==> src/rtl/stream_scheduler_pkg.sv <==
// Shared types and defaults for the I2S-to-SPDIF stream scheduler.
// Holds the FSM state encoding, default sizing constants and the LED decode.
package stream_scheduler_pkg;

  typedef enum logic [1:0] {
    WAIT_LOCK = 2'd0,
    PRIME     = 2'd1,
    RUN       = 2'd2,
    RECOVER   = 2'd3
  } state_e;

  localparam int DEFAULT_DEPTH       = 16;
  localparam int DEFAULT_PRIME_LEVEL = 8;
  localparam int DEFAULT_LOCK_WAIT   = 1024;
  localparam int CNT_W               = 8;

  // Active-low LED pattern {red, green, blue} for a given state.
  function automatic logic [2:0] led_pattern(state_e s);
    logic [2:0] leds;
    leds = 3'b111;
    case (s)
      WAIT_LOCK:     leds = 3'b011;
      RUN:           leds = 3'b101;
      PRIME, RECOVER: leds = 3'b110;
      default:       leds = 3'b111;
    endcase
    return leds;
  endfunction

endpackage

==> src/rtl/stream_scheduler_sat_counter.sv <==
// Saturating up-counter used for overrun/underrun event statistics.
// Holds at all-ones; cleared by synchronous active-low reset or clear_i.
module sat_counter #(
  parameter int WIDTH = 8
) (
  input  logic             clk_i,
  input  logic             rst_i,
  input  logic             clear_i,
  input  logic             inc_i,
  output logic [WIDTH-1:0] count_o
);

  logic [WIDTH-1:0] count_q;
  logic [WIDTH-1:0] count_d;

  always_comb begin
    count_d = count_q;
    if (clear_i) begin
      count_d = '0;
    end else if (inc_i && (count_q != {WIDTH{1'b1}})) begin
      count_d = count_q + WIDTH'(1);
    end
  end

  always_ff @(posedge clk_i) begin
    if (!rst_i) begin
      count_q <= '0;
    end else begin
      count_q <= count_d;
    end
  end

  assign count_o = count_q;

endmodule

==> src/rtl/stream_scheduler.sv <==
// Schedules FIFO pushes from an I2S receiver and pops for an SPDIF transmitter,
// gating playback on PLL lock and a priming threshold, with overrun/underrun stats.
module stream_scheduler
  import stream_scheduler_pkg::*;
#(
  parameter int DEPTH       = DEFAULT_DEPTH,
  parameter int PRIME_LEVEL = DEFAULT_PRIME_LEVEL,
  parameter int LOCK_WAIT   = DEFAULT_LOCK_WAIT
) (
  input  logic                       clk,
  input  logic                       rst,
  input  logic                       pll_lock,
  input  logic                       fclk_edge,
  input  logic                       frame_req,
  input  logic [$clog2(DEPTH+1)-1:0] level,
  output logic                       write_en,
  output logic                       read_en,
  output logic                       validity,
  output logic                       mute,
  output logic [CNT_W-1:0]           overrun_cnt,
  output logic [CNT_W-1:0]           underrun_cnt,
  output logic                       red,
  output logic                       green,
  output logic                       blue
);

  localparam int LW  = $clog2(DEPTH + 1);
  localparam int LCW = (LOCK_WAIT > 1) ? $clog2(LOCK_WAIT) : 1;

  localparam logic [LW-1:0]  DEPTH_L   = LW'(DEPTH);
  localparam logic [LW-1:0]  PRIME_L   = LW'(PRIME_LEVEL);
  localparam logic [LCW-1:0] LOCK_LAST = LCW'(LOCK_WAIT - 1);

  state_e         state_q, state_d;
  logic [LCW-1:0] lock_cnt_q, lock_cnt_d;
  logic           write_en_q, write_en_d;
  logic           read_en_q, read_en_d;
  logic           validity_q, validity_d;
  logic           mute_q, mute_d;
  logic           read_grant;
  logic           overrun_inc;
  logic           underrun_inc;
  logic [2:0]     leds;

  always_comb begin
    state_d      = state_q;
    lock_cnt_d   = lock_cnt_q;
    write_en_d   = 1'b0;
    read_en_d    = 1'b0;
    read_grant   = 1'b0;
    overrun_inc  = 1'b0;
    underrun_inc = 1'b0;

    if (state_q == WAIT_LOCK) begin
      if (!pll_lock) begin
        lock_cnt_d = '0;
      end else if (lock_cnt_q == LOCK_LAST) begin
        state_d = PRIME;
      end else begin
        lock_cnt_d = lock_cnt_q + LCW'(1);
      end
    end else if (!pll_lock) begin
      // Losing lock drops everything this cycle, including pending strobes.
      state_d    = WAIT_LOCK;
      lock_cnt_d = '0;
    end else begin
      if (state_q == RUN) begin
        if (frame_req) begin
          if (level != '0) begin
            read_grant = 1'b1;
          end else begin
            underrun_inc = 1'b1;
            state_d      = RECOVER;
          end
        end
      end else if (level >= PRIME_L) begin
        state_d = RUN;
      end

      // A full FIFO still accepts a write when a pop happens in the same cycle.
      if (fclk_edge) begin
        if ((level < DEPTH_L) || ((level == DEPTH_L) && read_grant)) begin
          write_en_d = 1'b1;
        end else begin
          overrun_inc = 1'b1;
        end
      end
      read_en_d = read_grant;
    end

    validity_d = (state_d == RUN);
    mute_d     = (state_d != RUN);
  end

  always_ff @(posedge clk) begin
    if (!rst) begin
      state_q    <= WAIT_LOCK;
      lock_cnt_q <= '0;
      write_en_q <= 1'b0;
      read_en_q  <= 1'b0;
      validity_q <= 1'b0;
      mute_q     <= 1'b1;
    end else begin
      state_q    <= state_d;
      lock_cnt_q <= lock_cnt_d;
      write_en_q <= write_en_d;
      read_en_q  <= read_en_d;
      validity_q <= validity_d;
      mute_q     <= mute_d;
    end
  end

  sat_counter #(.WIDTH(CNT_W)) u_overrun_cnt (
    .clk_i   (clk),
    .rst_i   (rst),
    .clear_i (1'b0),
    .inc_i   (overrun_inc),
    .count_o (overrun_cnt)
  );

  sat_counter #(.WIDTH(CNT_W)) u_underrun_cnt (
    .clk_i   (clk),
    .rst_i   (rst),
    .clear_i (1'b0),
    .inc_i   (underrun_inc),
    .count_o (underrun_cnt)
  );

  assign leds     = led_pattern(state_q);
  assign red      = leds[2];
  assign green    = leds[1];
  assign blue     = leds[0];
  assign write_en = write_en_q;
  assign read_en  = read_en_q;
  assign validity = validity_q;
  assign mute     = mute_q;

endmodule
==> config.mk <==
export PLATFORM = sky130hd
export DESIGN_NAME = stream_scheduler
export DESIGN_NICKNAME = d
export VERILOG_FILES = /design/src/rtl/stream_scheduler_pkg.sv /design/src/rtl/stream_scheduler_sat_counter.sv /design/src/rtl/stream_scheduler.sv
export SDC_FILE = /design/constraint.sdc
export NUM_CORES = 1
export LEC_CHECK = 0
export BUFFER_PORTS_ARGS = -buffer_cell sky130_fd_sc_hd__buf_4
export CAP_MARGIN = 20
export CORE_UTILIZATION = 58
export CTS_CLUSTER_DIAMETER = 40
export DETAILED_ROUTE_END_ITERATION = 6
export PLACE_DENSITY = 0.84
export SLEW_MARGIN = 25
export SYNTH_ARGS = -nofsm -noshare
export SYNTH_HDL_FRONTEND = slang
export SYNTH_HIERARCHICAL = 1
export SYNTH_SLANG_ARGS = --single-unit
==> constraint.sdc <==
create_clock -name clk -period 3.5 [get_ports clk]
set_input_delay 0.525 -clock clk [delete_from_list [all_inputs] [get_ports clk]]
set_output_delay 0.525 -clock clk [all_outputs]
set_load 0.1 [all_outputs]
* Word-level counts from Yosys, hierarchy flattened
Index checks and enable logic that the tools add are counted.
** Word-level totals
- Bits in registers :: 32
- Input bits :: 10
- Word-level logic and storage cells :: 65
** Operators by class
- Add/subtract/negate cells :: 3
- Order comparisons :: 2
- Equal/unequal tests :: 11
- Muxes and demuxes :: 28
- Bitwise logic cells :: 3
- Reductions and logical operators :: 10
** Operator list (number)
- $mux W10 :: 4
- $add A8 B1 Y8 const B :: 2
- $mux W2 :: 8
- $ne A8 B8 Y1 const B :: 2
- $mux W1 :: 15
- $add A10 B1 Y10 const B :: 1
- $eq A10 B10 Y1 const B :: 1
- $pmux W3 S3 :: 1
- $eq A2 B2 Y1 const B :: 3
- $eq A5 B5 Y1 const B :: 1
- $ge A5 B4 Y1 const B :: 1
- $lt A5 B5 Y1 const B :: 1
- $reduce_bool A5 Y1 :: 1
- $ne A2 B2 Y1 const B :: 2
- $reduce_or A4 Y1 :: 1
- $logic_and A1 B1 Y1 :: 3
- $not A1 Y1 :: 3
- $reduce_or A3 Y1 :: 1
- $eq A2 B1 Y1 const B :: 1
- $logic_not A2 Y1 :: 1
- $ne A2 B1 Y1 const B :: 1
- $reduce_and A2 Y1 :: 1
- $reduce_or A2 Y1 :: 1
- $logic_or A1 B1 Y1 :: 1

* Longest topological paths before layout
Gate-level depths: netlist of run 1.
- Depth in word-level cells :: 13
- Gate-level depth with buffers :: 7
- Depth with buffers taken out :: 7

* Modules after synthesis
Netlist of run 1, hierarchy kept.
** By module, submodules not included
- sat_counter :: instances 2, cells an instance 46, area an instance 421.7 µm²
- stream_scheduler :: instances 1, cells an instance 90, area an instance 768.2 µm²

* Worst setup path after synthesis of run 1
Ideal clock, no wire load.
- Path type :: input port to flip-flop
- Start :: input level[1]
- End :: register u_underrun_cnt.count_q[5] (netlist: u_underrun_cnt/count_o[5])
- Library setup time :: 72 ps
- Arrival :: 2016 ps
- Slack :: 1412 ps
- Stages :: 6
- Path buffers :: 0
- Cells stage by stage :: nor4_1 -> nand3_1 -> nor3b_1 -> nand4_1 -> a211oi_2 -> mux2i_1
** Between the ends
- Cells in the longest elaborated chain, start to end :: 7
** RTL lines
- start, declared :: line stream_scheduler.sv:15 : input logic [$clog2(DEPTH+1)-1:0] level,
- $reduce_bool A5 Y1 :: line stream_scheduler.sv:69 : if (level != '0) begin
- $mux W1 :: line stream_scheduler.sv:69
- $mux W1 :: line stream_scheduler.sv:68 : if (frame_req) begin
- $mux W1 :: line stream_scheduler.sv:67 : if (state_q == RUN) begin
- $mux W1 :: line stream_scheduler.sv:62 : end else if (!pll_lock) begin
- $mux W1 :: line stream_scheduler.sv:54 : if (state_q == WAIT_LOCK) begin
- net underrun_inc :: line stream_scheduler.sv:42 : logic underrun_inc;
- $logic_and A1 B1 Y1 :: line stream_scheduler_sat_counter.sv:20 : end else if (inc_i && (count_q != {WIDTH{1'b1}})) begin
- end signal, assigned :: line stream_scheduler_sat_counter.sv:29 : count_q <= count_d;
- end, declared :: line stream_scheduler_sat_counter.sv:13 : logic [WIDTH-1:0] count_q;
The timed path passes the listed nets, and every way through them passes these cells.
A chain may end at the register's enable or synchronous reset.

* Worst setup path after layout of run 1
- Start :: register state_q[1]
- End :: register u_underrun_cnt.count_q[7] (netlist: u_underrun_cnt/count_o[7])
** Between the ends
- Cells in the longest elaborated chain, start to end :: 5
** RTL lines
- start, declared :: line stream_scheduler.sv:34 : state_e state_q, state_d;
- start signal, assigned :: line stream_scheduler.sv:104 : state_q <= state_d;
- $eq A2 B2 Y1 :: line stream_scheduler.sv:67
- $mux W1 :: line stream_scheduler.sv:67
- $mux W1 :: line stream_scheduler.sv:62
- $mux W1 * :: line stream_scheduler.sv:54
- net underrun_inc :: line stream_scheduler.sv:42
- $logic_and A1 B1 Y1 * :: line stream_scheduler_sat_counter.sv:20
Mark *: on every way through the listed nets, which the timed path passes. The rest lies on a longest branch.

==> results.py, run 1 <==
metrics = {
    "floorplan": {
        "die_w_um": 54.7,
        "initial_core_util_pct": 63.3,
        "die_height_um": 54.7,
        "die_area_mm2": 0.00299,
        "rows": 18,
        "ios": 33,
        "core_mm2": 0.00254,
    },
    "drt": {
        "drc": 0,
        "final_antenna_net_count": 0,
        "vias": 1552,
        "drt-total-wl_um": 3650,
        "drt_iter0_drc": 51,
        "via_per_inst": 6.11,
        "dr.pass1.iters": 4,
        "routedWlPerCell_um": 14.4,
    },
    "finish": {
        "layout.nets": 236,
        "diodes": 0,
        "syn_to_final_growth_pct": 22.4,
        "design_area_mm2": 0.00197,
        "post-route-util_pct": 77.5,
        "drive_gt1_share_pct": 24.1,
        "stdcell_count": 254,
    },
    "logic_synthesis": {
        "synth_edf_count": 0,
        "synth.area.top_cells": "dfxtp_1 40%, mux2i_1 5.0%, and4_1 4.9%",
        "syn-instance-count": 182,
        "postSynthAreaPerCell_um2": 8.85,
        "ys_warn_count": 6,
        "ys_ff_latch": 32,
        "synth_most_common_cell": "dfxtp_1",
        "ys_types": 42,
        "yosysTopAreaCellShare_pct": 39.8,
        "ys_async_sr_fraction_pct": 0,
        "synthTopCellsByCount": "32 x dfxtp_1, 16 x nand2_1, 15 x a21oi_1",
        "seq_area_frac_synth_pct": 39.8,
        "synth_area_mm2": 0.00161,
        "yosysTopAreaCell": "dfxtp_1",
        "synth-main-ff-cell": "dfxtp_1",
    },
    "timing": {
        "tns_ns": 0,
        "slew_headroom_pct": 49.8,
        "fin_crit_ns": 2.30,
        "hold_violations": 0,
        "fmax_ghz": 0.435,
        "rsz0062_at_grt": "no",
        "skew_ns": 0.0127,
        "post-route-period-util_pct": 65.6,
        "setup_viol_count_final": 0,
        "slew_viol_final": 0,
        "fin_ws_ns": 1.20,
        "tightest_slew_ns": 0.751,
    },
    "placement": {
        "pre_cts_ws_ns": 0.965,
        "dp.cells": 246,
        "gp_congestion": 0.879,
        "postPlaceCellArea_mm2": 0.00190,
        "hpwl_um": 2660,
        "port_buffers": 32,
    },
    "clocking": {
        "htree_levels": 2,
        "cts_resized": 0,
        "cts_hold_buffers": 0,
        "cts_setup_buffers": 0,
        "clk_transition_reported_paths_ns": 0.11,
        "clkLatencyLatePin_ns": 0.34,
        "cts_buffers": 5,
        "root_buffer": "clkbuf_4",
        "clk_path_buf_depth": 2,
        "cts.sinks": 32,
        "tritoncts": "done",
    },
    "global_routing": {
        "grt_pass1_vias": 1263,
        "grt_first_pass_wirelength_um": 5580,
        "antenna_found_initial": 0,
        "grt_max_degree": 13,
        "grt_usage_pct": 26.5,
        "gr-total-overflow": 0,
    },
    "critical_path": {
        "slowest_delay_ns": 0.65,
        "crit_required_ns": 3.75,
        "cp-start-kind": "flip-flop",
        "crit_chain": "nor2b_1, nand3_1, nor3b_1, and4_1, a21oi_1, a311oi_1",
        "path_max_fanout": 6,
        "cp.arrival_ns": 2.55,
        "worst_path_max_delay_cell": "nor3b_1",
        "crit_path_end_kind": "flip-flop",
        "worstSetupPathType": "flip-flop to flip-flop",
    },
    "power_and_ir_drop": {
        "power_density_mw_per_mm2": 338,
        "power.leakage_nw": 0.782,
        "vdd_drop_max_v": 0.000380,
    },
    "run_status": {
        "status": "completed",
    },
    "hold_path": {
        "hold_path.class": "input pin to flip-flop",
    },
    "flow_run": {
        "maxCapViolCount": 0,
    },
}
==> worst max-delay path: cells and delay by family, from the launching register on <==
family	cells	cell delay, ns
and+or+nand+nor	4	1.43
DFF	1	0.44
AOI/OAI and AO/OA	2	0.34
==> final cells by class <==
class | count | area (µm²)
clock inverters | 2 | 35.0
inverters | 8 | 30.0
repair buffers | 32 | 240
multi-input cells | 144 | 947
well taps | 30 | 37.5
clock buffers | 6 | 41.3
fillers | 175 | 573
flip-flops and latches | 32 | 641
==> registers in the layout, indices dropped and copies added, names as in the netlist <==
register and flops:
read_en 1, state_q 2, u_underrun_cnt/count_o 8, validity 1, lock_cnt_q 10, u_overrun_cnt/count_o 8, mute 1, write_en 1
==> kinds of logic after synthesis <==
family	Yosys count	synth area share [%]
compound gates	39	16.8
xor+xnor	1	0.544
fa+ha+maj	3	2.33
buf+inv	9	2.17
flops	32	39.8
mux	8	4.97
other cells	1	0.233
simple gates	89	33.2
==> where the power goes <==
| group | switching [mW] | internal (mW) | total [mW] |
|---|---|---|---|
| registers | 0.00141 | 0.365 | 0.366 |
| clock network | 0.126 | 0.150 | 0.276 |
| logic | 0.0126 | 0.0104 | 0.0231 |
==> per-layer routing <==
layer | up-vias | routed length, µm | GRT usage (%)
met1 | 711 | 1590 | 32.7
met2 | 72 | 1740 | 41.6
met4 | 0 | 50 | 13.7
met3 | 8 | 260 | 7.50
li1 | 761 | - | -
met5 | - | 0 | 0
==> stage by stage <==
step / hold WS, ns / power, mW
final: 0.444 / 0.666
after global routing: 0.443 / 0.687
after CTS: 0.433 / 0.668
after detailed placement: 0.511 / 0.398
after global placement: 0.490 / 0.397
after floorplan: 0.478 / 0.385
==> cell usage in the layout (no fill, tap or decap), types with 3 or more instances in the layout <==
cell type  instances
buf_4             32
dfxtp_1           32
nand2_1           16
a21oi_1           15
nor2_1            10
nor3_1             9
and4_1             9
nor2b_1            8
mux2i_1            8
inv_1              7
nand3_1            7
nand2b_1           6
o21ai_0            5
a31oi_1            5
clkbuf_4           5
and3_1             4
nand4_1            4
conb_1             4
ha_1               3
==> worst paths after layout <==
path,from,to,slack [ns],depth (start not counted)
setup / recovery,state_q[1]$_SDFF_PN0_,u_underrun_cnt/count_o[7]$_SDFFE_PP0P_,1.20,6
hold / removal,frame_req,read_en$_SDFF_PP0_,0.44,3
setup reg to reg,state_q[1]$_SDFF_PN0_,u_underrun_cnt/count_o[7]$_SDFFE_PP0P_,1.20,6
hold reg to reg,u_underrun_cnt/count_o[1]$_SDFFE_PP0P_,u_underrun_cnt/count_o[1]$_SDFFE_PP0P_,0.52,2
Power figures use the tool's default switching activity.
==> run 2: changes to the inputs <==
--- a/config.mk
+++ b/config.mk
@@ -5,12 +5,13 @@
 export SDC_FILE = /design/constraint.sdc
 export NUM_CORES = 1
 export LEC_CHECK = 0
+export ABC_AREA = 1
 export BUFFER_PORTS_ARGS = -buffer_cell sky130_fd_sc_hd__buf_4
 export CAP_MARGIN = 20
-export CORE_UTILIZATION = 58
+export CORE_UTILIZATION = 50
 export CTS_CLUSTER_DIAMETER = 40
 export DETAILED_ROUTE_END_ITERATION = 6
-export PLACE_DENSITY = 0.84
+export PLACE_DENSITY = 0.75
 export SLEW_MARGIN = 25
 export SYNTH_ARGS = -nofsm -noshare
 export SYNTH_HDL_FRONTEND = slang
==> constraint.sdc (replaced) <==
create_clock -name clk -period 1.9 [get_ports clk]
set_input_delay 0.285 -clock clk [delete_from_list [all_inputs] [get_ports clk]]
set_output_delay 0.285 -clock clk [all_outputs]
set_load 0.1 [all_outputs]
==> results.py, run 2 <==
metrics = {
    "hold_path": {
        "holdPathStages": 3,
        "min_from": "fclk_edge",
        "hold_path_end": "write_en$_SDFF_PP0_",
        "hold_path.class": "input pin to flip-flop",
    },
    "critical_path": {
        "rrSetupSlack_ns": 0.23,
        "cp.arrival_ns": 1.90,
        "r2r-start": "state_q[0]$_SDFF_PN0_",
        "slowest_delay_ns": 0.34,
        "path_max_fanout": 10,
        "worstSetupPathType": "flip-flop to flip-flop",
        "crit_family": "simple AND/OR/NAND/NOR gates",
        "worst_path_max_delay_cell": "dfxtp_1",
        "cp-start-kind": "flip-flop",
        "crit_path_end_kind": "flip-flop",
        "crit_required_ns": 2.12,
        "crit_chain": "inv_4, nand3_1, nor2_1, nand3_1, inv_1, nand2_2, nor2_2, nand3b_1, nand2_1, nand2_1, nor2_1",
        "reg2regPathDepth": 11,
        "reg2reg_to": "u_underrun_cnt/count_o[7]$_SDFFE_PP0P_",
        "worst-path-buf-inv": 2,
    },
    "clocking": {
        "clkLatencyLatePin_ns": 0.29,
        "cts_hold_buffers": 0,
        "tritoncts": "done",
        "root_buffer": "clkbuf_8",
        "cts_resized": 0,
        "cts.sinks": 32,
        "cts_setup_buffers": 0,
        "clk_transition_reported_paths_ns": 0.07,
        "clk_path_buf_depth": 2,
        "htree_levels": 2,
        "cts_buffers": 5,
    },
    "timing": {
        "fmax_ghz": 0.598,
        "post-route-period-util_pct": 88.0,
        "slew_viol_final": 0,
        "fin_ws_ns": 0.228,
        "hold_violations": 0,
        "skew_ns": 0.00770,
        "tns_ns": 0,
        "setup_viol_count_final": 0,
        "fin_crit_ns": 1.67,
        "rsz0062_at_grt": "no",
    },
    "finish": {
        "largest_reg_flops": 10,
        "drive_gt1_share_pct": 23.3,
        "regMostFlops": "lock_cnt_q",
        "layout.nets": 334,
        "diodes": 0,
        "final_common_cell": "nand2_1",
        "final_cell_mix": "63 x nand2_1, 41 x nor2_1, 36 x inv_1, 33 x buf_4, 29 x nand3_1",
        "fillers": 327,
        "syn_to_final_growth_pct": 23.5,
    },
    "global_routing": {
        "grt_pass1_vias": 1649,
        "grt_usage_pct": 21.6,
        "antenna_found_initial": 0,
        "gr-total-overflow": 0,
        "met1_usage_pct": 22.9,
        "grt_max_degree": 14,
        "use_met3_pct": 6.57,
        "use_met2_pct": 39.5,
        "busiest_layer": "met2",
        "grt_first_pass_wirelength_um": 6820,
    },
    "logic_synthesis": {
        "synth_area_mm2": 0.00185,
        "yosysTopAreaCellShare_pct": 34.6,
        "seq_area_frac_synth_pct": 34.6,
        "synth_most_common_cell": "nand2_1",
        "ys_warn_count": 6,
        "syn-instance-count": 281,
        "ys_async_sr_fraction_pct": 0,
        "postSynthAreaPerCell_um2": 6.59,
        "synth-main-ff-cell": "dfxtp_1",
        "synthTopCellsByCount": "63 x nand2_1, 41 x nor2_1, 36 x inv_1",
        "ys_types": 26,
        "ys_ff_latch": 32,
        "synth.area.top_cells": "dfxtp_1 35%, nand2_1 13%, nor2_1 8.3%",
        "yosysTopAreaCell": "dfxtp_1",
        "synth_edf_count": 0,
    },
    "flow_run": {
        "maxCapViolCount": 0,
    },
    "drt": {
        "vias": 1809,
        "via_per_inst": 4.92,
        "drc": 0,
        "drt_iter0_drc": 92,
        "routedWlPerCell_um": 10.5,
        "dr.pass1.iters": 4,
        "final_antenna_net_count": 0,
        "drt-total-wl_um": 3860,
    },
    "floorplan": {
        "rows": 21,
        "ios": 33,
        "die_w_um": 62.9,
        "die_area_mm2": 0.00395,
        "die_height_um": 62.9,
        "core_mm2": 0.00344,
        "initial_core_util_pct": 53.8,
    },
    "run_status": {
        "status": "completed",
    },
    "power_and_ir_drop": {
        "power_density_mw_per_mm2": 639,
        "vdd_drop_max_v": 0.000454,
        "power.leakage_nw": 1.04,
    },
    "placement": {
        "pre_cts_ws_ns": 0.182,
        "gp_congestion": 0.778,
        "hpwl_um": 2850,
        "port_buffers": 32,
    },
}
==> run 2: kinds of logic (layout without fill, tap and decap cells) <==
family / Yosys count / count (layout) / synth area share, %
and+or+nand+nor: 171 / 171 / 44.8
buffers and inverters: 46 / 84 / 9.80
DFF: 32 / 32 / 34.6
AOI/OAI and AO/OA: 28 / 28 / 8.58
adders and majority gates: 3 / 3 / 2.03
other: 1 / 4 / 0.203
==> run 2: per-layer routing <==
layer  vias up  part of all wire, %
li1        965                    -
met5         -                    0
met3         6                  3.4
met1       812                   46
met2        26                   49
met4         0                  1.3
==> run 2: worst max-delay path by stage <==
| stage | start | to | slack (ns) | depth (start not counted) |
|---|---|---|---|---|
| floorplan | state_q[0]$_SDFF_PN0_ | u_overrun_cnt/count_o[5]$_SDFFE_PP0P_ | 0.06 | 12 |
| global placement | level[3] | u_underrun_cnt/count_o[5]$_SDFFE_PP0P_ | 0.27 | 13 |
| detailed placement | level[3] | u_underrun_cnt/count_o[7]$_SDFFE_PP0P_ | 0.18 | 12 |
| CTS | state_q[0]$_SDFF_PN0_ | u_underrun_cnt/count_o[7]$_SDFFE_PP0P_ | 0.23 | 11 |
| global route | state_q[0]$_SDFF_PN0_ | u_underrun_cnt/count_o[7]$_SDFFE_PP0P_ | 0.009 | 11 |
| finish | state_q[0]$_SDFF_PN0_ | u_underrun_cnt/count_o[7]$_SDFFE_PP0P_ | 0.23 | 11 |
==> run 2: metrics by stage <==
step | cell area, µm² | utilization [%] | std cells | hold slack (ns) | power, mW
after global placement | 2160 | 62.8 | 360 | 0.459 | 0.747
after CTS | 2290 | 66.4 | 368 | 0.257 | 1.47
final | 2290 | 66.4 | 368 | 0.263 | 1.46
after global routing | 2290 | 66.4 | 368 | 0.287 | 1.51
after floorplan | 1880 | - | 284 | 0.421 | 0.724
after detailed placement | 2160 | 62.8 | 360 | 0.466 | 0.748
==> run 2: power breakdown <==
group / internal, mW / leakage, nW / total (mW) / switching, mW
sequential: 0.673 / 0.260 / 0.677 / 0.00385
clock: 0.463 / 0.0645 / 0.728 / 0.266
combinational: 0.0233 / 0.720 / 0.0560 / 0.0327
==> run 2: final cells by class <==
class / instances / area, µm² / share of cell area, %
clock buffers: 7 / 96.3 / 4.21
clock inverters: 1 / 30.0 / 1.31
inverters: 43 / 164 / 7.17
multi-input cells: 206 / 1050 / 45.7
flip-flops and latches: 32 / 646 / 28.2
well taps: 46 / 57.6 / 2.52
repair buffers: 33 / 248 / 10.8
==> run 2: worst reg2reg max path, stage by stage (launching register included) <==
cell      delay, ns
dfxtp_1        0.34
inv_4          0.08
nand3_1        0.09
nor2_1         0.18
nand3_1        0.12
inv_1          0.25
nand2_2        0.10
nor2_2         0.13
nand3b_1       0.11
nand2_1        0.07
nand2_1        0.04
nor2_1         0.11
==> run 3: changes to the inputs <==
--- a/config.mk
+++ b/config.mk
@@ -8,10 +8,11 @@
 export ABC_AREA = 1
 export BUFFER_PORTS_ARGS = -buffer_cell sky130_fd_sc_hd__buf_4
 export CAP_MARGIN = 20
-export CORE_UTILIZATION = 50
+export CORE_UTILIZATION = 52
+export CTS_BUF_LIST = sky130_fd_sc_hd__clkbuf_4 sky130_fd_sc_hd__clkbuf_8
 export CTS_CLUSTER_DIAMETER = 40
 export DETAILED_ROUTE_END_ITERATION = 6
-export PLACE_DENSITY = 0.75
+export PLACE_DENSITY = 0.78
 export SLEW_MARGIN = 25
 export SYNTH_ARGS = -nofsm -noshare
 export SYNTH_HDL_FRONTEND = slang
==> results.py, run 3 (same netlist as run 2, synthesis figures left out) <==
metrics = {
    "global_routing": {
        "gr-total-overflow": 0,
        "grt_max_degree": 14,
        "grt_first_pass_wirelength_um": 6230,
        "grt_pass1_vias": 1495,
        "grt_usage_pct": 22.2,
        "antenna_found_initial": 0,
    },
    "critical_path": {
        "crit_family": "simple AND/OR/NAND/NOR gates",
        "worstSetupPathType": "flip-flop to flip-flop",
        "cp-start-kind": "flip-flop",
        "cp_common_cell": "nor2_1",
        "rrSetupSlack_ns": 0.29,
        "cp.arrival_ns": 1.84,
        "crit_path_end_kind": "flip-flop",
        "worst-path-buf-inv": 3,
        "slowest_delay_ns": 0.38,
        "path_max_fanout": 10,
        "crit_required_ns": 2.13,
        "reg2regPathDepth": 12,
        "r2r-start": "state_q[0]$_SDFF_PN0_",
        "worst_path_max_delay_cell": "dfxtp_1",
        "crit_chain": "inv_4, nand3_1, nor2_1, nor3_1, buf_4, nand2_2, inv_1, nand2_1, nor2_1, nand3_1, nand2_1, nor2_1",
        "reg2reg_to": "u_overrun_cnt/count_o[5]$_SDFFE_PP0P_",
    },
    "floorplan": {
        "core_mm2": 0.00336,
        "rows": 21,
        "die_height_um": 61.7,
        "die_w_um": 61.7,
        "ios": 33,
        "initial_core_util_pct": 55.1,
        "die_area_mm2": 0.00380,
    },
    "finish": {
        "stdcell_count": 368,
        "layout.nets": 335,
        "seqCellArea_um2": 646,
        "diodes": 0,
        "syn_to_final_growth_pct": 19.8,
        "largest_reg_flops": 10,
        "post-route-util_pct": 66.0,
        "drive_gt1_share_pct": 23.3,
        "multi_input_area_mm2": 0.00105,
        "regMostFlops": "lock_cnt_q",
        "final_common_cell": "nand2_1",
        "fillers": 319,
        "final_cell_mix": "63 x nand2_1, 41 x nor2_1, 36 x inv_1, 34 x buf_4, 29 x nand3_1",
    },
    "timing": {
        "rsz0062_at_grt": "no",
        "fin_crit_ns": 1.61,
        "fmax_ghz": 0.622,
        "slew_viol_final": 0,
        "skew_ns": 0.00482,
        "setup_viol_count_final": 0,
        "hold_violations": 0,
        "tns_ns": 0,
        "post-route-period-util_pct": 84.7,
    },
    "drt": {
        "via_per_inst": 4.89,
        "drt_iter0_drc": 108,
        "drc": 0,
        "final_antenna_net_count": 0,
        "vias": 1798,
        "routedWlPerCell_um": 9.98,
        "drt-total-wl_um": 3670,
        "dr.pass1.iters": 4,
    },
    "clocking": {
        "root_buffer": "clkbuf_4",
        "cts_hold_buffers": 0,
        "cts_resized": 0,
        "clk_transition_reported_paths_ns": 0.09,
        "clkLatencyLatePin_ns": 0.32,
        "htree_levels": 2,
        "cts.sinks": 32,
        "tritoncts": "done",
        "cts_buffers": 5,
        "clk_path_buf_depth": 2,
        "cts_setup_buffers": 0,
    },
    "power_and_ir_drop": {
        "report.power.total_mw": 1.10,
        "power.leakage_nw": 1.02,
        "p_sw_share_pct": 23.0,
        "vdd_drop_max_v": 0.000392,
        "internal-power_mw": 0.847,
        "power_density_mw_per_mm2": 496,
        "p_clk_share_pct": 33.3,
        "p_seq_share_pct": 61.6,
        "p_switching_mw": 0.253,
        "power_frac_comb_pct": 5.1,
    },
    "hold_path": {
        "hold_path.class": "input pin to flip-flop",
        "hold_path_end": "write_en$_SDFF_PP0_",
        "holdPathStages": 3,
        "min_from": "fclk_edge",
    },
    "placement": {
        "port_buffers": 32,
        "hpwl_um": 2740,
        "dp.cells": 361,
        "gp_congestion": 0.841,
    },
    "flow_run": {
        "maxCapViolCount": 0,
    },
    "run_status": {
        "status": "completed",
    },
}
-- run 3: final cells by class --
type	instances	share of cell area (%)
Multi-Input combinational cell	206	47.2
Sequential cell	32	29.1
Timing Repair Buffer	34	11.5
Inverter	43	7.39
Tap cell	46	2.59
Clock buffer	6	2.03
Clock inverter	1	0.226
-- run 3: layer usage --
metal | share of wire (%) | global-route usage (%)
met2 | 48 | 36.1
met1 | 47 | 28.4
met4 | 0.93 | 7.62
met5 | 0 | 0
met3 | 4.4 | 6.09
-- run 3: tightest hold or removal path, delay by kind of cell --
kind                   cells  cell delay [ns]
AO/OA/AOI/OAI              1             0.07
AND/OR/NAND/NOR            1             0.04
buffers and inverters      1             0.12
-- run 3: stage by stage --
| step | hold slack [ns] | setup slack (ns) | area [µm²] |
|---|---|---|---|
| 3_5_place_dp | 0.455 | 0.310 | 2170 |
| 2_1_floorplan | 0.421 | 0.0587 | 1880 |
| 3_3_place_gp | 0.455 | 0.347 | 2170 |
| 5_1_grt | 0.221 | 0.0771 | 2220 |
| 4_1_cts | 0.208 | 0.281 | 2220 |
| 6_report | 0.227 | 0.291 | 2220 |
-- run 3: how the worst max path moves through the flow --
stage / start / to / slack, ns / depth (start not counted)
6_report: state_q[0]$_SDFF_PN0_ / u_overrun_cnt/count_o[5]$_SDFFE_PP0P_ / 0.29 / 12
5_1_grt: state_q[1]$_SDFF_PN0_ / u_overrun_cnt/count_o[5]$_SDFFE_PP0P_ / 0.08 / 12
4_1_cts: state_q[0]$_SDFF_PN0_ / u_overrun_cnt/count_o[7]$_SDFFE_PP0P_ / 0.28 / 11
3_5_place_dp: state_q[0]$_SDFF_PN0_ / u_overrun_cnt/count_o[5]$_SDFFE_PP0P_ / 0.31 / 12
3_3_place_gp: state_q[0]$_SDFF_PN0_ / u_overrun_cnt/count_o[7]$_SDFFE_PP0P_ / 0.35 / 10
2_1_floorplan: state_q[0]$_SDFF_PN0_ / u_overrun_cnt/count_o[5]$_SDFFE_PP0P_ / 0.06 / 12
-- run 3: power groups by stage --
stage / clock, mW / sequential, mW / combinational (mW)
after CTS: 0.390 / 0.677 / 0.0559
after global routing: 0.421 / 0.678 / 0.0646
after global placement: 0 / 0.692 / 0.0547
after detailed placement: 0 / 0.692 / 0.0557
after floorplan: 0 / 0.692 / 0.0322
final: 0.366 / 0.677 / 0.0558
